### src/rtl/ysyx_040750_csr_regfile.sv
// ============================================================================
// Module   : ysyx_040750_csr_regfile
// Brief    : RV64 machine-mode CSR register file with trap/mret state updates
//            and a free-running mcycle counter.
// Revision : 1.0 - initial release
// ============================================================================
`default_nettype none

module ysyx_040750_csr_regfile #(
    parameter int              XLEN        = 64,
    parameter logic [XLEN-1:0] MSTATUS_RST = 64'h0000000a00001800
) (
    input  logic            I_sys_clk,
    input  logic            I_rst_n,
    input  logic [11:0]     I_raddr,
    output logic [XLEN-1:0] O_rdata,
    output logic            O_rillegal,
    input  logic            I_wen,
    input  logic [11:0]     I_waddr,
    input  logic [XLEN-1:0] I_wdata,
    input  logic            I_trap,
    input  logic [XLEN-1:0] I_trap_pc,
    input  logic [XLEN-1:0] I_trap_cause,
    input  logic            I_mret,
    output logic [XLEN-1:0] O_trap_vec,
    output logic [XLEN-1:0] O_mret_pc
);

    localparam logic [11:0] ADDR_MSTATUS  = 12'h300;
    localparam logic [11:0] ADDR_MIE      = 12'h304;
    localparam logic [11:0] ADDR_MTVEC    = 12'h305;
    localparam logic [11:0] ADDR_MSCRATCH = 12'h340;
    localparam logic [11:0] ADDR_MEPC     = 12'h341;
    localparam logic [11:0] ADDR_MCAUSE   = 12'h342;
    localparam logic [11:0] ADDR_MIP      = 12'h344;
    localparam logic [11:0] ADDR_MCYCLE   = 12'hB00;

    // Only MIE/MPIE of mstatus carry state; the rest is rebuilt from the reset image.
    logic            mstatus_mie_q,  mstatus_mie_d;
    logic            mstatus_mpie_q, mstatus_mpie_d;
    logic [XLEN-1:0] mie_q,      mie_d;
    logic [XLEN-1:0] mtvec_q,    mtvec_d;
    logic [XLEN-1:0] mscratch_q, mscratch_d;
    logic [XLEN-1:0] mepc_q,     mepc_d;
    logic [XLEN-1:0] mcause_q,   mcause_d;
    logic [XLEN-1:0] mcycle_q,   mcycle_d;
    logic [XLEN-1:0] mstatus_val;

    always_comb begin
        mstatus_val        = MSTATUS_RST;
        mstatus_val[3]     = mstatus_mie_q;
        mstatus_val[7]     = mstatus_mpie_q;
        mstatus_val[12:11] = 2'b11;
    end

    always_comb begin
        O_rdata    = '0;
        O_rillegal = 1'b0;
        case (I_raddr)
            ADDR_MSTATUS:  O_rdata = mstatus_val;
            ADDR_MIE:      O_rdata = mie_q;
            ADDR_MTVEC:    O_rdata = mtvec_q;
            ADDR_MSCRATCH: O_rdata = mscratch_q;
            ADDR_MEPC:     O_rdata = mepc_q;
            ADDR_MCAUSE:   O_rdata = mcause_q;
            ADDR_MIP:      O_rdata = '0;
            ADDR_MCYCLE:   O_rdata = mcycle_q;
            default:       O_rillegal = 1'b1;
        endcase
    end

    assign O_trap_vec = {mtvec_q[XLEN-1:2], 2'b00};
    assign O_mret_pc  = mepc_q;

    // CSR writes are applied first; trap/mret then overwrite the fields they own.
    always_comb begin
        mstatus_mie_d  = mstatus_mie_q;
        mstatus_mpie_d = mstatus_mpie_q;
        mie_d          = mie_q;
        mtvec_d        = mtvec_q;
        mscratch_d     = mscratch_q;
        mepc_d         = mepc_q;
        mcause_d       = mcause_q;
        mcycle_d       = mcycle_q + 1'b1;

        if (I_wen) begin
            case (I_waddr)
                ADDR_MSTATUS: begin
                    mstatus_mie_d  = I_wdata[3];
                    mstatus_mpie_d = I_wdata[7];
                end
                ADDR_MIE:      mie_d      = I_wdata;
                ADDR_MTVEC:    mtvec_d    = {I_wdata[XLEN-1:2], 2'b00};
                ADDR_MSCRATCH: mscratch_d = I_wdata;
                ADDR_MEPC:     mepc_d     = {I_wdata[XLEN-1:2], 2'b00};
                ADDR_MCAUSE:   mcause_d   = I_wdata;
                ADDR_MCYCLE:   mcycle_d   = I_wdata;
                default:       ;
            endcase
        end

        if (I_trap) begin
            mepc_d         = {I_trap_pc[XLEN-1:2], 2'b00};
            mcause_d       = I_trap_cause;
            mstatus_mpie_d = mstatus_mie_q;
            mstatus_mie_d  = 1'b0;
        end else if (I_mret) begin
            mstatus_mie_d  = mstatus_mpie_q;
            mstatus_mpie_d = 1'b1;
        end
    end

    always_ff @(posedge I_sys_clk or negedge I_rst_n) begin
        if (!I_rst_n) begin
            mstatus_mie_q  <= MSTATUS_RST[3];
            mstatus_mpie_q <= MSTATUS_RST[7];
            mie_q          <= '0;
            mtvec_q        <= '0;
            mscratch_q     <= '0;
            mepc_q         <= '0;
            mcause_q       <= '0;
            mcycle_q       <= '0;
        end else begin
            mstatus_mie_q  <= mstatus_mie_d;
            mstatus_mpie_q <= mstatus_mpie_d;
            mie_q          <= mie_d;
            mtvec_q        <= mtvec_d;
            mscratch_q     <= mscratch_d;
            mepc_q         <= mepc_d;
            mcause_q       <= mcause_d;
            mcycle_q       <= mcycle_d;
        end
    end

endmodule

`default_nettype wire

### config.mk
export PLATFORM = sky130hd
export DESIGN_NAME = ysyx_040750_csr_regfile
export DESIGN_NICKNAME = d
export VERILOG_FILES = /design/src/rtl/ysyx_040750_csr_regfile.sv
export SDC_FILE = /design/constraint.sdc
export NUM_CORES = 1
export LEC_CHECK = 0
export ABC_AREA = 1
export CORE_UTILIZATION = 52
export DETAILED_ROUTE_END_ITERATION = 16
export HOLD_SLACK_MARGIN = 0.15
export PLACE_DENSITY_LB_ADDON = 0.3
export SLEW_MARGIN = 20
export SYNTH_ARGS = -nofsm -noshare
export SYNTH_HDL_FRONTEND = slang
export SYNTH_SLANG_ARGS = --single-unit
### constraint.sdc
create_clock -name I_sys_clk -period 2.9 [get_ports I_sys_clk]
set_input_delay 0.87 -clock I_sys_clk [delete_from_list [all_inputs] [get_ports I_sys_clk]]
set_output_delay 0.87 -clock I_sys_clk [all_outputs]
set_load 0.1 [all_outputs]
==> results.tsv <==
metric	value	unit
#FFs+latches synth	382	
Req. time, crit path	2.03	ns
Placed Instances	3702	
nets	3500	
Switching Fraction	29.85	%
Synth Area per Inst	7.136	µm²
maximum vdd drop	0.0007758	V
Rows	71	
unrepaired setup endpoints after global routing	true	
post-synthesis cell count	2838	
total negative slack	-28.29	ns
FF-to-FF path depth	10	
largest net degree at the start of global routing	129	
clock insertion delay at the later pin of the skew report	0.56	ns
area growth from synthesis to layout	47.08	%
post-route ant nets	0	
Arrival @ worst endpoint	2.53	ns
reg2reg start	mcycle_q[0]$_DFF_PN0_	
residual DRC count	0	
count leader, synth	nand2_1	
I/O pins	414	
cell taking the most area after synthesis	dfrtp_1	
dominant cells by area after synthesis	dfrtp_1 47%, nand2_1 17%, o21ai_1 6.4%	
Die W	199.3	µm
max-slew violations	0	
Internal	9.362	mW
Cell Count, Final, Fillers Out	3815	
Fillers	2529	
WL/cell	21.20	µm
share of the synthesized area in the top cell type	47.20	%
ys flop type	dfrtp_1	
TritonCTS clock tree	built	
net switching power	3.983	mW
Worst Skew	0.01698	ns
Max Clock Freq	0.2939	GHz
Core ar.	0.03802	mm²
Final Hold Viols	0	
# Max-Cap Violations	0	
die height	199.3	µm
vias	22344	
Die Area	0.03974	mm²
routed wire length	80.87	mm
# setup viols final	65	
port bufs	407	
Synth top cells by count	935 x nand2_1, 382 x dfrtp_1, 268 x nor2_1, 260 x o21ai_1, 256 x o21ai_0	
Clock Power Share	39.1	%
Critical Setup Path Class	primary input to output port	
Initial Util	53.26	%
slew of the pin with the lowest slew margin	0.6356	ns
Worst-path clk slew	0.06	ns
buffers from clock root to sink, at most	3	
total power	13.35	mW
outcome	finished with violations	
CTS sink count	382	
first-pass GRT wire length	121.8	mm
Power Dens Cells	448.1	mW/mm²
GRT Overall Usage	40.30	%
worst setup margin	-0.5031	ns
CTS Buf Count	41	
distinct cell type count after synthesis	38	
R2R Setup Slk	0.68	ns
critical path peak fanout	9	
layout cells sized above 1	22.83	%
yosys warns	0	
RD Place Congestion	0.9518	
Leak	14.06	nW
share of synthesized flip-flops with an asynchronous set or reset	100.0	%
CP Capture Type	output port	
DR pass1 iterations	6	
H-Tree Depth	2	
Final period util	117.3	%
antenna violations before repair	2	
number of flops mapped to enable cells by yosys	0	
minimum clock period after layout	3.403	ns
cts-stage hold buffer count	0	
hpwl dp	52.69	mm
clock root buffer	clkbuf_16	
final core occ	78.34	%
combinational share of power	17.4	%
vias per inst	5.857	
gr ovfl total	0	
post-synthesis sequential area ratio	47.20	%
Crit Reg-Reg Endpoint	mcycle_q[52]$_DFF_PN0_	
crit path launch type	primary input	
vias in the first global route	21928	
hold_ws	0.2591	ns
Flop pwr share	43.5	%
violated checks	negative setup slack	
Max-slew headroom	57.63	%
Synth Cell Area	0.02025	mm²
Initial DRC Count	2203	
hold crit path type	primary input to async pin	
## registers in the layout, indices dropped and copies added (netlist names)
| register | cells |
|---|---|
| mtvec_q | 62 |
| mscratch_q | 64 |
| mcause_q | 64 |
| O_mret_pc | 62 |
| mstatus_mpie_q | 1 |
| mstatus_mie_q | 1 |
| mcycle_q | 64 |
| mie_q | 64 |
## layout make-up
cell class                      count  area (µm²)  share of cell area, %
Timing Repair Buffer              550        6432                  21.60
Antenna cell                        2       5.005                0.01680
Inverter                          232       900.9                  3.025
Sequential cell                   382        9559                  32.09
Clock inverter                      6       105.1                 0.3529
Multi-Input combinational cell   2071       10950                  36.77
Clock buffer                       61        1191                  3.999
Tap cell                          511       639.4                  2.147
## routing by layer
metal	share of wire (%)	vias up	routed length, µm	GRT usage [%]
met1	37	10719	30250	51.05
met3	10	258	8453	8.523
li1	-	9991	-	-
met4	4.4	0	3594	17.61
met5	0	-	0	0
met2	48	1376	38570	66.56
## worst max-delay path by stage
stage	startpoint	to	slack, ns	cells past startpoint
floorplan	I_raddr[9]	O_rdata[1]	-0.43	9
global placement	I_raddr[0]	O_rdata[0]	-1.19	9
detailed placement	I_raddr[2]	O_rdata[7]	-1.12	14
CTS	I_raddr[3]	O_rdata[61]	-0.43	15
global route	I_raddr[9]	O_rdata[9]	-0.56	13
finish	I_raddr[5]	O_rdata[28]	-0.50	13
## worst max-delay path: stages
cell and delay [ns]:
buf_6 0.10, nor2_4 0.14, buf_6 0.13, nand2_8 0.06
nor2_4 0.22, nand2_4 0.14, inv_12 0.13, buf_12 0.15
nand2_1 0.12, o21ai_2 0.12, nor2_2 0.08, nand3_4 0.07
buf_12 0.17
## repair_timing
action | in CTS | in global routing
pin swaps | 87 | 37
setup buffers | 29 | 7
setup endpoints to repair | 65 | 65
cloned | 15 | 2
gates resized for setup | 318 | 121
## stage by stage
stage               cell area [µm²]  setup slack (ns)
floorplan                     21180           -0.4268
global placement              26630            -1.188
detailed placement            26660            -1.122
CTS                           29450           -0.4315
global route                  29780           -0.5618
finish                        29780           -0.5031
## cells by family (layout without fill, tap and decap cells)
group | after synthesis | after routing | synth area share [%]
AND/OR/NAND/NOR | 1429 | 1429 | 28.58
AO/OA/AOI/OAI | 618 | 618 | 15.46
buffers and inverters | 388 | 849 | 7.853
flip-flops | 382 | 382 | 47.20
XOR/XNOR | 19 | 19 | 0.8218
adder cells (fa/ha/maj) | 1 | 1 | 0.06178
other | 1 | 6 | 0.01852
## power by group through the flow
stage / sequential (mW) / clock, mW / combinational, mW
floorplan: 6.53 / 0 / 0.656
detailed placement: 5.87 / 0 / 2.21
finish: 5.80 / 5.22 / 2.32
global route: 5.83 / 5.44 / 2.46
CTS: 5.79 / 5.23 / 2.26
global placement: 5.86 / 0 / 2.16
## cell usage in the layout (no fill, tap or decap), types with 4 or more instances in the layout
cell type	count
nand4_1	16
o21ai_0	215
clkbuf_16	44
o21ai_1	249
nand2_2	72
buf_12	112
inv_1	205
nand2_8	4
nand3_4	46
clkbuf_1	11
nor2_4	22
o21bai_1	9
clkbuf_8	9
conb_1	4
nand2_1	823
nand3_1	113
o21ai_4	5
nand3_2	12
clkdlybuf4s50_1	204
and2_1	4
clkinv_1	5
buf_16	4
inv_2	18
bufbuf_16	4
buf_6	27
nand2_4	42
o21ai_2	47
a21oi_1	72
a21oi_4	14
nor3_1	4
dfrtp_1	382
nor2_2	56
xor2_1	16
buf_8	8
nor2_1	206
buf_4	183
Power figures use the tool's default switching activity.
